## src/rtl/run_step_ctrl.sv

```systemverilog
// Execution-control front end: free-run / debounced N-cycle step bursts / sticky halt
// driven through a single clock enable, plus a registered debug-channel LED view.
// Optional breakpoint compare is enabled by defining RUN_STEP_CTRL_BREAKPOINT_EN.
module run_step_ctrl #(
   parameter int DEBOUNCE_CYCLES = 16,
   parameter int STEP_W          = 8,
   parameter int CNT_W           = 32,
   parameter int LED_W           = 8,
   parameter int NUM_CH          = 8,
   parameter int SEL_W           = 3
) (
   input  logic                    clk,
   input  logic                    reset,
   input  logic                    push,
   input  logic                    ena_switch,
   input  logic [STEP_W-1:0]       step_count,
   input  logic                    halt_req,
   input  logic [NUM_CH*LED_W-1:0] ch_data,
   input  logic [SEL_W-1:0]        Switches,
`ifdef RUN_STEP_CTRL_BREAKPOINT_EN
   input  logic                    bp_valid,
   input  logic [31:0]             bp_addr,
   input  logic [31:0]             pc,
`endif
   output logic                    cpu_en,
   output logic                    busy,
   output logic                    step_done,
   output logic [CNT_W-1:0]        en_cycles,
   output logic [LED_W-1:0]        LEDs,
   output logic [1:0]              fsm_state
);

   typedef enum logic [1:0] {
      IDLE   = 2'd0,
      RUN    = 2'd1,
      STEP   = 2'd2,
      HALTED = 2'd3
   } state_t;

   localparam int DB_W = $clog2(DEBOUNCE_CYCLES);
   localparam logic [DB_W-1:0] DB_LAST = DB_W'(DEBOUNCE_CYCLES - 1);

   state_t            state;
   state_t            state_next;
   logic [STEP_W-1:0] remaining;
   logic [STEP_W-1:0] remaining_next;
   logic              done_next;
   logic              s1;
   logic              s2;
   logic              db;
   logic              db_q;
   logic [DB_W-1:0]   db_cnt;
   logic              press;
   logic              halt_hit;
   logic [LED_W-1:0]  led_next;

   // Button: two-stage synchroniser, then a level must hold DEBOUNCE_CYCLES samples.
   always_ff @(posedge clk) begin
      if (reset) begin
         s1     <= 1'b0;
         s2     <= 1'b0;
         db     <= 1'b0;
         db_q   <= 1'b0;
         db_cnt <= '0;
      end else begin
         s1   <= push;
         s2   <= s1;
         db_q <= db;
         if (s2 == db) begin
            db_cnt <= '0;
         end else if (db_cnt == DB_LAST) begin
            db     <= s2;
            db_cnt <= '0;
         end else begin
            db_cnt <= db_cnt + DB_W'(1);
         end
      end
   end

   assign press = db & ~db_q;

`ifdef RUN_STEP_CTRL_BREAKPOINT_EN
   assign halt_hit = halt_req | (bp_valid & (pc == bp_addr));
`else
   assign halt_hit = halt_req;
`endif

   assign cpu_en    = (state == RUN) || (state == STEP);
   assign busy      = cpu_en;
   assign fsm_state = state;

   always_comb begin
      state_next     = state;
      remaining_next = remaining;
      done_next      = 1'b0;
      case (state)
         IDLE: begin
            if (!ena_switch) begin
               state_next = RUN;
            end else if (press) begin
               state_next     = STEP;
               remaining_next = (step_count == '0) ? STEP_W'(1) : step_count;
            end
         end
         RUN: begin
            if (halt_hit)        state_next = HALTED;
            else if (ena_switch) state_next = IDLE;
         end
         STEP: begin
            remaining_next = remaining - STEP_W'(1);
            if (halt_hit) begin
               state_next = HALTED;
            end else if (remaining == STEP_W'(1)) begin
               state_next = IDLE;
               done_next  = 1'b1;
            end
         end
         HALTED: begin
            if (press) state_next = IDLE;
         end
         default: state_next = IDLE;
      endcase
   end

   // LED view: a selected channel, or a status word when the selector is past the last channel.
   always_comb begin
      led_next = '0;
      if (int'(Switches) < NUM_CH) begin
         led_next = ch_data[int'(Switches)*LED_W +: LED_W];
      end else begin
         led_next[LED_W-1] = busy;
         led_next[LED_W-2] = (state == HALTED);
         led_next[1:0]     = state;
      end
   end

   always_ff @(posedge clk) begin
      if (reset) begin
         state     <= IDLE;
         remaining <= '0;
         step_done <= 1'b0;
         en_cycles <= '0;
         LEDs      <= '0;
      end else begin
         state     <= state_next;
         remaining <= remaining_next;
         step_done <= done_next;
         LEDs      <= led_next;
         if (cpu_en && (en_cycles != '1)) en_cycles <= en_cycles + CNT_W'(1);
      end
   end

endmodule

```

## config.mk

```make
export PLATFORM = sky130hd
export DESIGN_NAME = run_step_ctrl
export DESIGN_NICKNAME = d
export VERILOG_FILES = /design/src/rtl/run_step_ctrl.sv
export SDC_FILE = /design/constraint.sdc
export NUM_CORES = 1
export LEC_CHECK = 0
export BUFFER_PORTS_ARGS = -buffer_cell sky130_fd_sc_hd__buf_4
export CORE_ASPECT_RATIO = 1.25
export CORE_MARGIN = 1
export CORE_UTILIZATION = 34
export DETAILED_ROUTE_END_ITERATION = 7
export PLACE_DENSITY = 0.65
export SYNTH_ARGS = -nofsm -noshare
export SYNTH_HDL_FRONTEND = slang
export SYNTH_SLANG_ARGS = --single-unit
```

## constraint.sdc

```tcl
create_clock -name clk -period 7.2 [get_ports clk]
set_clock_uncertainty 0.2 [all_clocks]
set_input_delay 0.72 -clock clk [delete_from_list [all_inputs] [get_ports clk]]
set_output_delay 0.72 -clock clk [all_outputs]
set_load 0.03 [all_outputs]
```

==> impl_metrics.json <==
{
  "status": "complete, no violations",
  "hold_violations": 0,
  "grt_use_total_pct": 18.6,
  "worst_slack_ns": 4.20,
  "synth_top_area_share_pct": 35.1,
  "period_needed_ns": 3.00,
  "synth_seq_cells": 59,
  "muxShareOfSynthArea_pct": 14.7,
  "num_rows": 40,
  "synth_cell_type_count": 60,
  "fin_setup_tns_ns": 0,
  "synth_edf_count": 0,
  "hpwl_mm": 6.96,
  "via_per_inst": 5.41,
  "netlist_instances": 367,
  "io_buffers": 124,
  "num_vias": 3330,
  "synth_seq_area_share_pct": 35.1,
  "rsz0062_at_grt": "no",
  "core-area_um2": 9610,
  "yosysWarnings": 0,
  "fin_crit_sh_pct": 41.6,
  "relSlewSlack_pct": 14.3,
  "dominantRegCellSynth": "dfxtp_1",
  "slowest_stage": "o41ai_4",
  "antenna_cells": 0,
  "synth-xor-area-share_pct": 1.82,
  "syn_area_per_cell_um2": 9.18,
  "placed_cells": 599,
  "antenna_left": 0,
  "cts.sinks": 59,
  "hp-class": "reg2reg",
  "place_congestion": 0.811,
  "routedWlPerCell_um": 15.0,
  "fp.dieH_um": 113,
  "drv_cap": 0,
  "path_cells": "and3_2 -> or4b_4 -> o41ai_4 -> mux2i_1 -> nor2_1",
  "synthTopCellsByArea": "dfxtp_1 35%, mux4_2 11%, nor2_1 4.0%",
  "hold_buffers": 0,
  "synthesis.area_um2": 3370,
  "cts_max_level": 3,
  "crit_fanout": 26,
  "overflow": 0,
  "yosys.area_share.simple_pct": 24.0,
  "fillCellCount": 960,
  "synth_top_family_by_area": "simple AND/OR/NAND/NOR gates",
  "start_util_pct": 35.1,
  "power_density_nw_per_um2": 254,
  "clk_latency_ns": 0.33,
  "synth_compound_area_share_pct": 16.9,
  "finalInstanceArea_um2": 4670,
  "dp_slack_ns": 4.21,
  "register_area_um2": 1180,
  "antenna_found_initial": 0,
  "critPathBufInv": 0,
  "slew_viol_final": 0,
  "die_w_um": 91.0,
  "clock.fmax_mhz": 334,
  "cts_resized": 0,
  "final_cells": 615,
  "peakVddDrop_mv": 0.108,
  "synth_nets": 456,
  "wirelength_mm": 9.25,
  "fp.dieArea_um2": 10300,
  "max-clock-path-buffers": 2,
  "synth_area_leader_cell": "dfxtp_1",
  "worstPathArrival_ns": 2.99,
  "grt_max_degree": 55,
  "cpPeakStageDelay_ns": 1.14,
  "async_flop_share_pct": 0,
  "drc": 0,
  "grt_pass1_wl_mm": 15.1,
  "numCtsBuffers": 9,
  "critical_path_class": "reg2reg",
  "endpoint_kind": "register",
  "grt_pass1_vias": 3195,
  "startpoint_type": "register",
  "synthAdderAreaFrac_pct": 3.34,
  "critical-path-top-delay-family": "compound AO/OA/AOI/OAI gates",
  "finalNetCount": 573,
  "io_pins": 125,
  "whs_ns": 0.234,
  "first_pass_iters": 4,
  "multiInputGateArea_um2": 2040,
  "drt-initial-drc-count": 115,
  "leakage_nw": 1.88,
  "drive_gt1_share_pct": 34.2,
  "cts_setup_buffers": 0,
  "setup_viol_count_final": 0,
  "syn_to_final_growth_pct": 38.5,
  "worst_slew_pin_slew_ns": 1.28,
  "cts-root-buf": "clkbuf_16",
  "cts_tree": "yes",
  "placed_cell_area_um2": 4360,
  "clkSlewWorstSetupHoldPaths_ns": 0.06,
  "crit_required_ns": 7.19
}
[registers in the layout, indices dropped and copies added (netlist names)]
register and flops:
step_done 1, fsm_state 2, db_cnt 4, db_q 1, remaining 8, s2 1, LEDs 8, s1 1
db 1, en_cycles 32
[report_power, final]
group	total [mW]	switching, mW	internal, mW
logic	0.374	0.222	0.152
clock network	0.431	0.155	0.276
registers	0.377	0.0262	0.351
total	1.18	0.404	0.780
[metrics by stage]
step | utilization, % | power [mW]
after floorplan | - | 0.675
after global placement | 45.4 | 0.751
after detailed placement | 45.4 | 0.758
after CTS | 48.6 | 1.19
after global routing | 48.6 | 1.25
final | 48.6 | 1.18
[logic make-up after synthesis]
logic type,count (synthesis)
AOI/OAI and AO/OA,85
xor gates and xnor gates,7
adders and majority gates,9
and+or+nand+nor,147
buffers and inverters,31
muxes,29
DFF,59
[final cells by class]
type | instances | share of cell area (%)
timing repair buffer | 124 | 20.0
tap | 126 | 3.38
sequential | 59 | 25.3
multi-input combinational | 277 | 43.8
clock inverter | 6 | 1.39
clock buffer | 10 | 5.12
inverter | 13 | 1.05
[cells in the final DEF (no fill, tap or decap), drive strengths merged, types with 10 or more instances in the layout]
| cell | instances |
|---|---|
| mux2i | 10 |
| nand4 | 12 |
| a21oi | 26 |
| o21ai | 15 |
| mux4 | 16 |
| nand2 | 19 |
| buf | 124 |
| or4 | 10 |
| clkbuf | 10 |
| nor2 | 36 |
| inv | 13 |
| nand3 | 15 |
| dfxtp | 59 |
| or3 | 13 |
[cell usage after synthesis, types with 4 or more instances]
master,n
a211oi_1,4
a21oi_1,26
a31oi_1,5
and2_1,4
and3_1,7
clkbuf_1,12
dfxtp_1,59
ha_1,9
inv_1,13
mux2i_1,10
mux4_2,16
nand2_1,19
nand3_1,15
nand4_1,11
nor2_1,36
nor2b_1,6
nor3_1,9
o21ai_0,12
o31ai_1,8
or3_1,13
or4_1,10
xnor2_1,4
[metal layers]
metal / share of wire [%] / GRT usage (%) / wire (µm)
met5: 0 / 0 / 0
met4: 1.3 / 6.88 / 118
met3: 7.8 / 6.25 / 724
met2: 52 / 34.0 / 4800
met1: 39 / 19.6 / 3610
[worst paths after layout]
| path | startpoint | endpoint | slack (ns) | depth (start not counted) |
|---|---|---|---|---|
| worst max register to register | en_cycles[24]$_SDFFE_PP0P_ | en_cycles[1]$_SDFFE_PP0P_ | 4.20 | 5 |
| worst max-delay path | en_cycles[24]$_SDFFE_PP0P_ | en_cycles[1]$_SDFFE_PP0P_ | 4.20 | 5 |
| worst min register to register | s1$_SDFF_PP0_ | s2$_SDFF_PP0_ | 0.23 | 1 |
| worst min-delay path | s1$_SDFF_PP0_ | s2$_SDFF_PP0_ | 0.23 | 1 |
[worst register-to-register path: stages, from the launching register on]
cell,delay [ns]
dfxtp_1,0.40
and3_2,0.27
or4b_4,0.52
o41ai_4,1.14
mux2i_1,0.28
nor2_1,0.06
Power figures use the tool's default switching activity.
